**config.mk**
```make
export PLATFORM = sky130hd
export DESIGN_NAME = rf_spi_arbiter
export DESIGN_NICKNAME = d
export VERILOG_FILES = /design/src/rtl/rf_spi_arbiter.sv
export SDC_FILE = /design/constraint.sdc
export NUM_CORES = 1
export LEC_CHECK = 0
export BUFFER_PORTS_ARGS = -buffer_cell sky130_fd_sc_hd__clkbuf_2
export CAP_MARGIN = 20
export CORE_ASPECT_RATIO = 1.25
export CORE_MARGIN = 2
export CORE_UTILIZATION = 53
export DETAILED_ROUTE_END_ITERATION = 12
export PLACE_DENSITY = 0.89
export SYNTH_ARGS = -nofsm -noshare
export SYNTH_HDL_FRONTEND = slang
export SYNTH_SLANG_ARGS = --single-unit
```
**constraint.sdc**
```tcl
create_clock -name clk -period 2 [get_ports clk]
set_input_delay 0.4 -clock clk [delete_from_list [all_inputs] [get_ports clk]]
set_output_delay 0.4 -clock clk [all_outputs]
set_load 0.02 [all_outputs]
```
**src/rtl/rf_spi_arbiter.sv**
```systemverilog
// rf_spi_arbiter: two-port round-robin sequencer for the RF SPI engine with serial read-back.
// Define RF_INTR_PRIO_EN to let port 1 win ties while eng_intr is high.
module rf_spi_arbiter #(
  parameter int SHORT_DATA_OFS = 9,
  parameter int LONG_DATA_OFS = 17,
  parameter int TIMEOUT = 64
) (
  input  logic       clk,
  input  logic       rst,
  input  logic       req0,
  input  logic       req1,
  input  logic [1:0] mode0,
  input  logic [1:0] mode1,
  input  logic [9:0] addr0,
  input  logic [9:0] addr1,
  input  logic [7:0] wdata0,
  input  logic [7:0] wdata1,
  output logic       ack0,
  output logic       ack1,
  output logic       err,
  output logic [7:0] rdata,
  output logic       eng_c_en,
  output logic [1:0] eng_mode,
  output logic [9:0] eng_addr,
  output logic [7:0] eng_wdata,
  input  logic       eng_ready,
  input  logic       eng_dout,
  input  logic       eng_intr,
  output logic       busy
);
  typedef enum logic [1:0] {IDLE, LAUNCH, BUSY, DONE} state_t;
  state_t state;
  logic gnt, rr_last, hold_rr, win, prio;
  logic [7:0] timer, cnt, sr, ofs;
`ifdef RF_INTR_PRIO_EN
  assign prio = eng_intr && req0 && req1;
`else
  logic unused_intr;
  assign unused_intr = eng_intr;
  assign prio = 1'b0;
`endif
  assign win = prio ? 1'b1 : (req0 && req1) ? !rr_last : req1;
  assign ofs = eng_mode[1] ? 8'(LONG_DATA_OFS) : 8'(SHORT_DATA_OFS);
  always_ff @(posedge clk) begin
    if (!rst) begin
      state <= IDLE;
      eng_c_en <= 1'b0;
      ack0 <= 1'b0;
      ack1 <= 1'b0;
      err <= 1'b0;
      rdata <= 8'h00;
      busy <= 1'b0;
      eng_mode <= '0;
      eng_addr <= '0;
      eng_wdata <= '0;
      rr_last <= 1'b1;
      gnt <= 1'b0;
      hold_rr <= 1'b0;
      timer <= '0;
      cnt <= '0;
      sr <= '0;
    end else begin
      ack0 <= 1'b0;
      ack1 <= 1'b0;
      case (state)
        IDLE: if ((req0 || req1) && eng_ready) begin
          state <= LAUNCH;
          busy <= 1'b1;
          eng_c_en <= 1'b1;
          timer <= '0;
          gnt <= win;
          hold_rr <= prio;
          eng_mode <= win ? mode1 : mode0;
          eng_addr <= win ? addr1 : addr0;
          eng_wdata <= win ? wdata1 : wdata0;
        end
        // cnt holds the index of the upcoming edge counted from the eng_ready fall
        LAUNCH: if (!eng_ready) begin
          state <= BUSY;
          eng_c_en <= 1'b0;
          cnt <= 8'd2;
          timer <= '0;
        end else if (timer == 8'(TIMEOUT - 1)) begin
          state <= DONE;
          eng_c_en <= 1'b0;
          err <= 1'b1;
          ack0 <= !gnt;
          ack1 <= gnt;
        end else timer <= timer + 8'd1;
        // after eng_ready returns, wait two more cycles so the ack lands 3 cycles later
        BUSY: begin
          cnt <= cnt + {7'd0, cnt != 8'hFF};
          if (!eng_mode[0] && cnt >= ofs && cnt < ofs + 8'd8) sr <= {sr[6:0], eng_dout};
          if (!eng_ready) timer <= '0;
          else if (timer == 8'd2) begin
            state <= DONE;
            err <= 1'b0;
            ack0 <= !gnt;
            ack1 <= gnt;
            if (!eng_mode[0]) rdata <= sr;
          end else timer <= timer + 8'd1;
        end
        default: begin
          state <= IDLE;
          busy <= 1'b0;
          if (!hold_rr) rr_last <= gnt;
        end
      endcase
    end
  end
endmodule

```
After elaboration in Yosys (flattened, before gate mapping)
Index checks and enable logic that the tools add are counted.
- output and inout port bits: 33
- word-level logic and storage cells: 98
- RAM bits: 0
- bits in registers: 61
- bits in latches: 0
- memory bits (read-only): 0
- memories: 0
- input bits: 47
- div/mod/pow operators: 0
- multiplexer cells: 39
- reduce and logical (&&, ||, !) cells: 23
- equal/unequal tests: 14
- bitwise logic cells: 2
- shifts and indexed selects: 0
- multipliers: 0
- add/sub/neg operators: 3
- magnitude comparators: 2
- operator list (operator ; count):
    $mux 8 ; 7
    $pmux 8 s3 ; 1
    $mux 1 ; 16
    $pmux 8 s2 ; 1
    $mux 2 ; 6
    $ne 2x2->1 const B ; 6
    $reduce_and 4->1 ; 3
    $mux 10 ; 1
    $pmux 1 s2 ; 5
    $ne 3x3->1 const B ; 3
    $add 8x1->8 ; 1
    $add 8x1->8 const B ; 1
    $eq 8x2->1 const B ; 1
    $eq 8x6->1 const B ; 1
    $ge 8x5->1 ; 1
    $lt 8x6->1 ; 1
    $ne 8x8->1 const B ; 1
    $reduce_and 2->1 ; 4
    $add 5x4->6 const B ; 1
    $pmux 2 s3 ; 1
    $mux 5 ; 1
    $reduce_and 5->1 ; 1
    $logic_and 1x1->1 ; 4
    $reduce_bool 2->1 ; 2
    other kinds (10) ; 13

Depth between registers and ports, before layout
- word-level depth: 5
- depth in mapped cells: 7
- gate-level depth less buffers: 7

Worst setup path after synthesis
OpenSTA, ideal clock, no wires.
- kind: reg-to-reg
- start: register eng_mode[1]
- end: register sr[0]
- setup slack: 0.279 ns
- period minus slack after synthesis: 1.721 ns
- library setup time: 0.132 ns
- stages on the path, launching flop included: 8
- path buffers: 1
- arrival: 1.589 ns
- data required time: 1.868 ns
- cell sequence: dfxtp_1 inv_1 ha_1 o31a_1 o21a_1 buf_1 o31ai_1 a21oi_1
- cells in the longest elaborated chain, start to end: 5
- elaborated cells on any way between the ends: 7
- those cells by class: add/sub: 1; order compare: 2; mux: 1; reduce/logical: 3
- RTL lines (item ; line ; text):
    start, declared ; 23 ; output logic [1:0] eng_mode,
    start signal, assigned ; 73 ; eng_mode <= win ? mode1 : mode0;
    $mux 5 (*) ; 43 ; assign ofs = eng_mode[1] ? 8'(LONG_DATA_OFS) : 8'(SHORT_DATA_OFS);
    $add 5x4->6 or $ge 8x5->1 (tied branches) ; 93 ; if (!eng_mode[0] && cnt >= ofs && cnt < ofs + 8'd8) sr <= {sr[6:0], eng_dout};
    $lt 8x6->1 or $logic_and 1x1->1 (tied branches) ; 93 ;
    $logic_and 1x1->1 (*) ; 93 ;
    $reduce_and 2->1 (no source line) (*) ; n/a ;
    end signal, assigned ; 93 ;
    end, declared ; 34 ; logic [7:0] timer, cnt, sr, ofs;
Every way passes the cells marked *; elsewhere a longest branch is shown, timed or not.
A chain may end at the register's enable or synchronous reset.

Worst setup path after layout
- start: register state[0]
- end: register sr[1]
- cells in the longest elaborated chain, start to end: 2
- RTL lines (item ; line ; text):
    start, declared ; 32 ; state_t state;
    start signal, assigned ; 46 ; state <= IDLE;
    start signal, assigned ; 67 ; state <= LAUNCH;
    start signal, assigned ; 79 ; state <= BUSY;
    $eq 2x2->1 ; 65 ; case (state)
    $reduce_and 2->1 (no source line) ; n/a ;
Every way passes these cells.

==> impl_results.md <==
* Outcome: finished, final reports clean
* Unrepaired setup endpoints after global routing: false
* Hold Crit Endpoint: sr[0]
* Area of the multi-input gates at 1710 um2
* Worst-path clk slew at about 70 ps
* DRT Pass-1 Iters at 4
* Power per cell area at roughly 1100 nW/um2
* Achievable clock frequency at about 540 MHz
* Final max-slew violation count at 0
* Sw Share at between 30% and 40%
* PortBufs at 78
* Wire length of the first global-routing pass at between 10000 and 15000 um
* Hold buffer count at CTS at 0
* Period minus WS final at between 1500 and 2000 ps
* Area of the die at between 6000 and 7000 um2
* # H-tree levels at 3
* Int Pwr at about 2.7 mW
* Core box area at 5480 um2
* Area of the mapped netlist at 3030 um2
* Sequential Area at around 1200 um2
* Final design instance area without fill at roughly 3700 um2
* Ys async rst share at 0%
* Part of the power in registers at a little under two fifths
* Hold violation count in the final report at 0
* Setup-violating endpoint count in the final report at 0
* Detail Placement HPWL at approximately 5400 um
* Row Count at 30
* Clock sink total at 61
* Layout area overhead at 23.6%
* Chip height at roughly 89 um
* Placed insts at between 400 and 500
* Type of element launching the critical path: flop
* Number of DRC violations after detailed routing at 0
* Via count at ~2800
* Area after DPL at ~3500 um2
* Crit path arrival time at between 2000 and 2500 ps
* Total net switching power at roughly 1.4 mW
* GRT overflow at 0
* Gr usage total at a little under a quarter
* Number of warnings reported in the yosys synthesis log at 0
* Startpoint of the worst-slack reg-to-reg timing path: state[0]
* Antenna violation net count after detailed routing at 0
* Layout Skew at approximately 11 ps
* Mean post-synth cell area at between 9 and 10 um2
* Total negative slack for setup checks at 0 ps
* Net count, final at around 470
* Start-to-end type of the worst setup path: flop to flop
* Yosys reg bits at 61
* Number of buffers added for setup after CTS at 0
* Depth of the worst hold-timing path at 3
* Critical path endpoint category: flop
* Post-layout power at 4.11 mW
* Worst voltage drop across the vdd grid at between 700 and 800 uV
* Post-synth EDFFs at 0
* Slew of the pin with the lowest slew margin at 508 ps
* Length in cells of the worst reg-to-reg path at 6
* Max-capacitance violation count at 0
* Number of global-route vias before repair at 2600
* Maximum number of pins on one net before global-route repair at 42
* Filler cell count at 416
* CTS Buf Count at 9
* Filler-free cell count of the finished design at 476
* Gate Count Post-Synth at 326
* Tightest slew margin relative to the limit at approximately 66%
* Total wire length after detailed routing at approximately 7400 um
* Worst Min Path Start: eng_dout
* Root Buffer Master: sky130_fd_sc_hd__clkbuf_8
* I/O pin count at 80
* Static leakage at around 1.6 nW
* Maximum clock insertion buffer count at 2
* Die Span X at a little over 70 um
* CP max FO at 8
* Clock network fraction of total power at 30.2%
* Part of the total power dissipated in combinational logic at between 30% and 40%
* Via-per-instance ratio at about 5.9
* Data required time of the critical path at 2230 ps
* Avg WL per Cell at about 16 um
* Share of the yosys chip area belonging to registers at roughly two fifths
* Portion of the clock cycle consumed by the worst path in the final layout at 93.1%
* Number of DRC violations after detailed-routing iteration 0 at roughly 120
* Post-layout utilization of the core at between 60% and 70%
* Effective utilization at floorplan at 55.3%
* Fraction of final layout cells sized beyond drive strength 1 at about 29%
* Clock latency of the later-clocked register in the worst-skew pair at around 360 ps
* CTS tree: done
* Number of diodes added for antenna fixing at 0
* Netlist cell types at slightly above 50
* Post-Syn Nets at between 300 and 400
* Most used flip-flop cell after synthesis: sky130_fd_sc_hd__dfxtp_1
* Routability Congestion at ~0.9
* Initial antenna violation count at 0
* Number of instances resized during post-cts repair at 0
* Hold Crit Class: input port to flop
* Worst reg2reg setup slack at 140 ps
* Capturing point of the worst reg2reg path: sr[1]
==> worst max-delay path: stages, from the launching register on <==
cell                       delay (ps)
sky130_fd_sc_hd__dfxtp_1          340
sky130_fd_sc_hd__inv_1            110
sky130_fd_sc_hd__ha_1             180
sky130_fd_sc_hd__nand2b_1         110
sky130_fd_sc_hd__or4_1            570
sky130_fd_sc_hd__o31ai_1          330
sky130_fd_sc_hd__a21oi_1          100
==> synthesized netlist by cell type, types with 3 or more instances <==
| cell | n | share of area, % |
|---|---|---|
| sky130_fd_sc_hd__nand2b_1 | 4 | 0.82 |
| sky130_fd_sc_hd__nand4_1 | 11 | 2.3 |
| sky130_fd_sc_hd__a31oi_1 | 8 | 1.7 |
| sky130_fd_sc_hd__nand2_1 | 12 | 1.5 |
| sky130_fd_sc_hd__clkbuf_1 | 8 | 0.99 |
| sky130_fd_sc_hd__buf_2 | 9 | 1.5 |
| sky130_fd_sc_hd__dfxtp_1 | 61 | 40 |
| sky130_fd_sc_hd__o31ai_1 | 9 | 2.2 |
| sky130_fd_sc_hd__a41oi_1 | 5 | 1.4 |
| sky130_fd_sc_hd__nor2_1 | 40 | 5.0 |
| sky130_fd_sc_hd__a211oi_1 | 20 | 5.0 |
| sky130_fd_sc_hd__mux2i_1 | 31 | 10 |
| sky130_fd_sc_hd__nor3_1 | 7 | 1.2 |
| sky130_fd_sc_hd__o21ai_0 | 6 | 0.99 |
| sky130_fd_sc_hd__nand3_1 | 6 | 0.99 |
| sky130_fd_sc_hd__o21a_1 | 3 | 0.74 |
| sky130_fd_sc_hd__nand3_2 | 3 | 0.99 |
| sky130_fd_sc_hd__inv_1 | 6 | 0.74 |
| sky130_fd_sc_hd__o21ai_1 | 7 | 1.2 |
| sky130_fd_sc_hd__a21oi_1 | 16 | 2.6 |
| sky130_fd_sc_hd__xnor2_1 | 4 | 1.2 |
| sky130_fd_sc_hd__ha_1 | 12 | 5.0 |
==> metrics by stage <==
stage	worst slack [ps]	hold slack, ps
2_1_floorplan	279	439
3_3_place_gp	208	459
3_5_place_dp	135	479
4_1_cts	102	289
5_1_grt	2.17	291
6_report	139	293
==> state kept, by name, summed over array words and instances, names as in the netlist <==
| signal | count |
|---|---|
| rdata | 8 |
| eng_c_en | 1 |
| rr_last | 1 |
| timer | 8 |
| cnt | 8 |
| state | 2 |
| sr | 8 |
| err | 1 |
| eng_wdata | 8 |
| eng_mode | 2 |
| busy | 1 |
| ack0 | 1 |
| eng_addr | 10 |
| gnt | 1 |
| ack1 | 1 |
==> area by class of cell <==
type	count	share of cell area, %
clock buffers	12	4.14
well taps	64	2.14
flip-flops and latches	61	32.6
clock inverters	3	1.84
inverters	8	0.801
multi-input cells	239	45.6
repair buffers	89	13.0
==> kinds of logic (layout without fill, tap and decap cells) <==
logic type | after synthesis | count (layout) | share of synthesized area (%)
AOI/OAI and AO/OA | 87 | 87 | 20.2
xor gates and xnor gates | 4 | 4 | 1.15
adders and majority gates | 12 | 12 | 4.95
buffers and inverters | 26 | 112 | 3.59
DFF | 61 | 61 | 40.3
muxes | 31 | 31 | 10.2
and+or+nand+nor | 105 | 105 | 19.6
==> power by group through the flow <==
stage	logic (mW)	registers, mW	clock network (mW)
finish	1.35	1.51	1.24
global route	1.49	1.53	1.31
CTS	1.35	1.51	1.26
detailed placement	1.34	1.54	0
global placement	1.30	1.53	0
floorplan	0.807	1.65	0
==> per-layer routing <==
| metal | share of wire, % | track usage [%] | vias up |
|---|---|---|---|
| li1 | - | - | 1394 |
| met1 | 40 | 25.8 | 1339 |
| met2 | 55 | 43.3 | 74 |
| met3 | 3.6 | 4.21 | 15 |
| met4 | 2.1 | 15.1 | 0 |
| met5 | 0 | 0 | - |
==> cells in the final DEF (no fill, tap or decap), types with 2 or more instances in the layout <==
master	Yosys	layout
sky130_fd_sc_hd__a2111oi_0	2	2
sky130_fd_sc_hd__a211oi_1	20	20
sky130_fd_sc_hd__a21oi_1	16	16
sky130_fd_sc_hd__a31oi_1	8	8
sky130_fd_sc_hd__a41oi_1	5	5
sky130_fd_sc_hd__and3_1	2	2
sky130_fd_sc_hd__buf_4	0	10
sky130_fd_sc_hd__bufinv_16	0	2
sky130_fd_sc_hd__clkbuf_2	0	78
sky130_fd_sc_hd__clkbuf_8	0	11
sky130_fd_sc_hd__dfxtp_1	61	61
sky130_fd_sc_hd__ha_1	12	12
sky130_fd_sc_hd__inv_1	6	6
sky130_fd_sc_hd__inv_2	2	2
sky130_fd_sc_hd__mux2i_1	31	31
sky130_fd_sc_hd__nand2_1	12	12
sky130_fd_sc_hd__nand2b_1	4	4
sky130_fd_sc_hd__nand3_1	6	6
sky130_fd_sc_hd__nand3_2	3	3
sky130_fd_sc_hd__nand3b_1	2	2
sky130_fd_sc_hd__nand4_1	11	11
sky130_fd_sc_hd__nor2_1	40	40
sky130_fd_sc_hd__nor3_1	7	7
sky130_fd_sc_hd__nor3b_1	2	2
sky130_fd_sc_hd__nor4_1	2	2
sky130_fd_sc_hd__nor4b_4	2	2
sky130_fd_sc_hd__o21a_1	3	3
sky130_fd_sc_hd__o21ai_0	6	6
sky130_fd_sc_hd__o21ai_1	7	7
sky130_fd_sc_hd__o31ai_1	9	9
sky130_fd_sc_hd__or3_1	2	2
sky130_fd_sc_hd__xnor2_1	4	4
==> worst max path at each step <==
| stage | start | end | slack [ps] | depth (start not counted) |
|---|---|---|---|---|
| 3_5_place_dp | state[1] | timer[3] | 140 | 6 |
| 5_1_grt | state[0] | sr[1] | 2 | 6 |
| 4_1_cts | state[1] | timer[3] | 100 | 6 |
| 3_3_place_gp | state[1] | timer[3] | 210 | 6 |
| 2_1_floorplan | eng_mode[1] | sr[0] | 280 | 7 |
| 6_report | state[0] | sr[1] | 140 | 6 |
(Power assumes the default switching activity.)
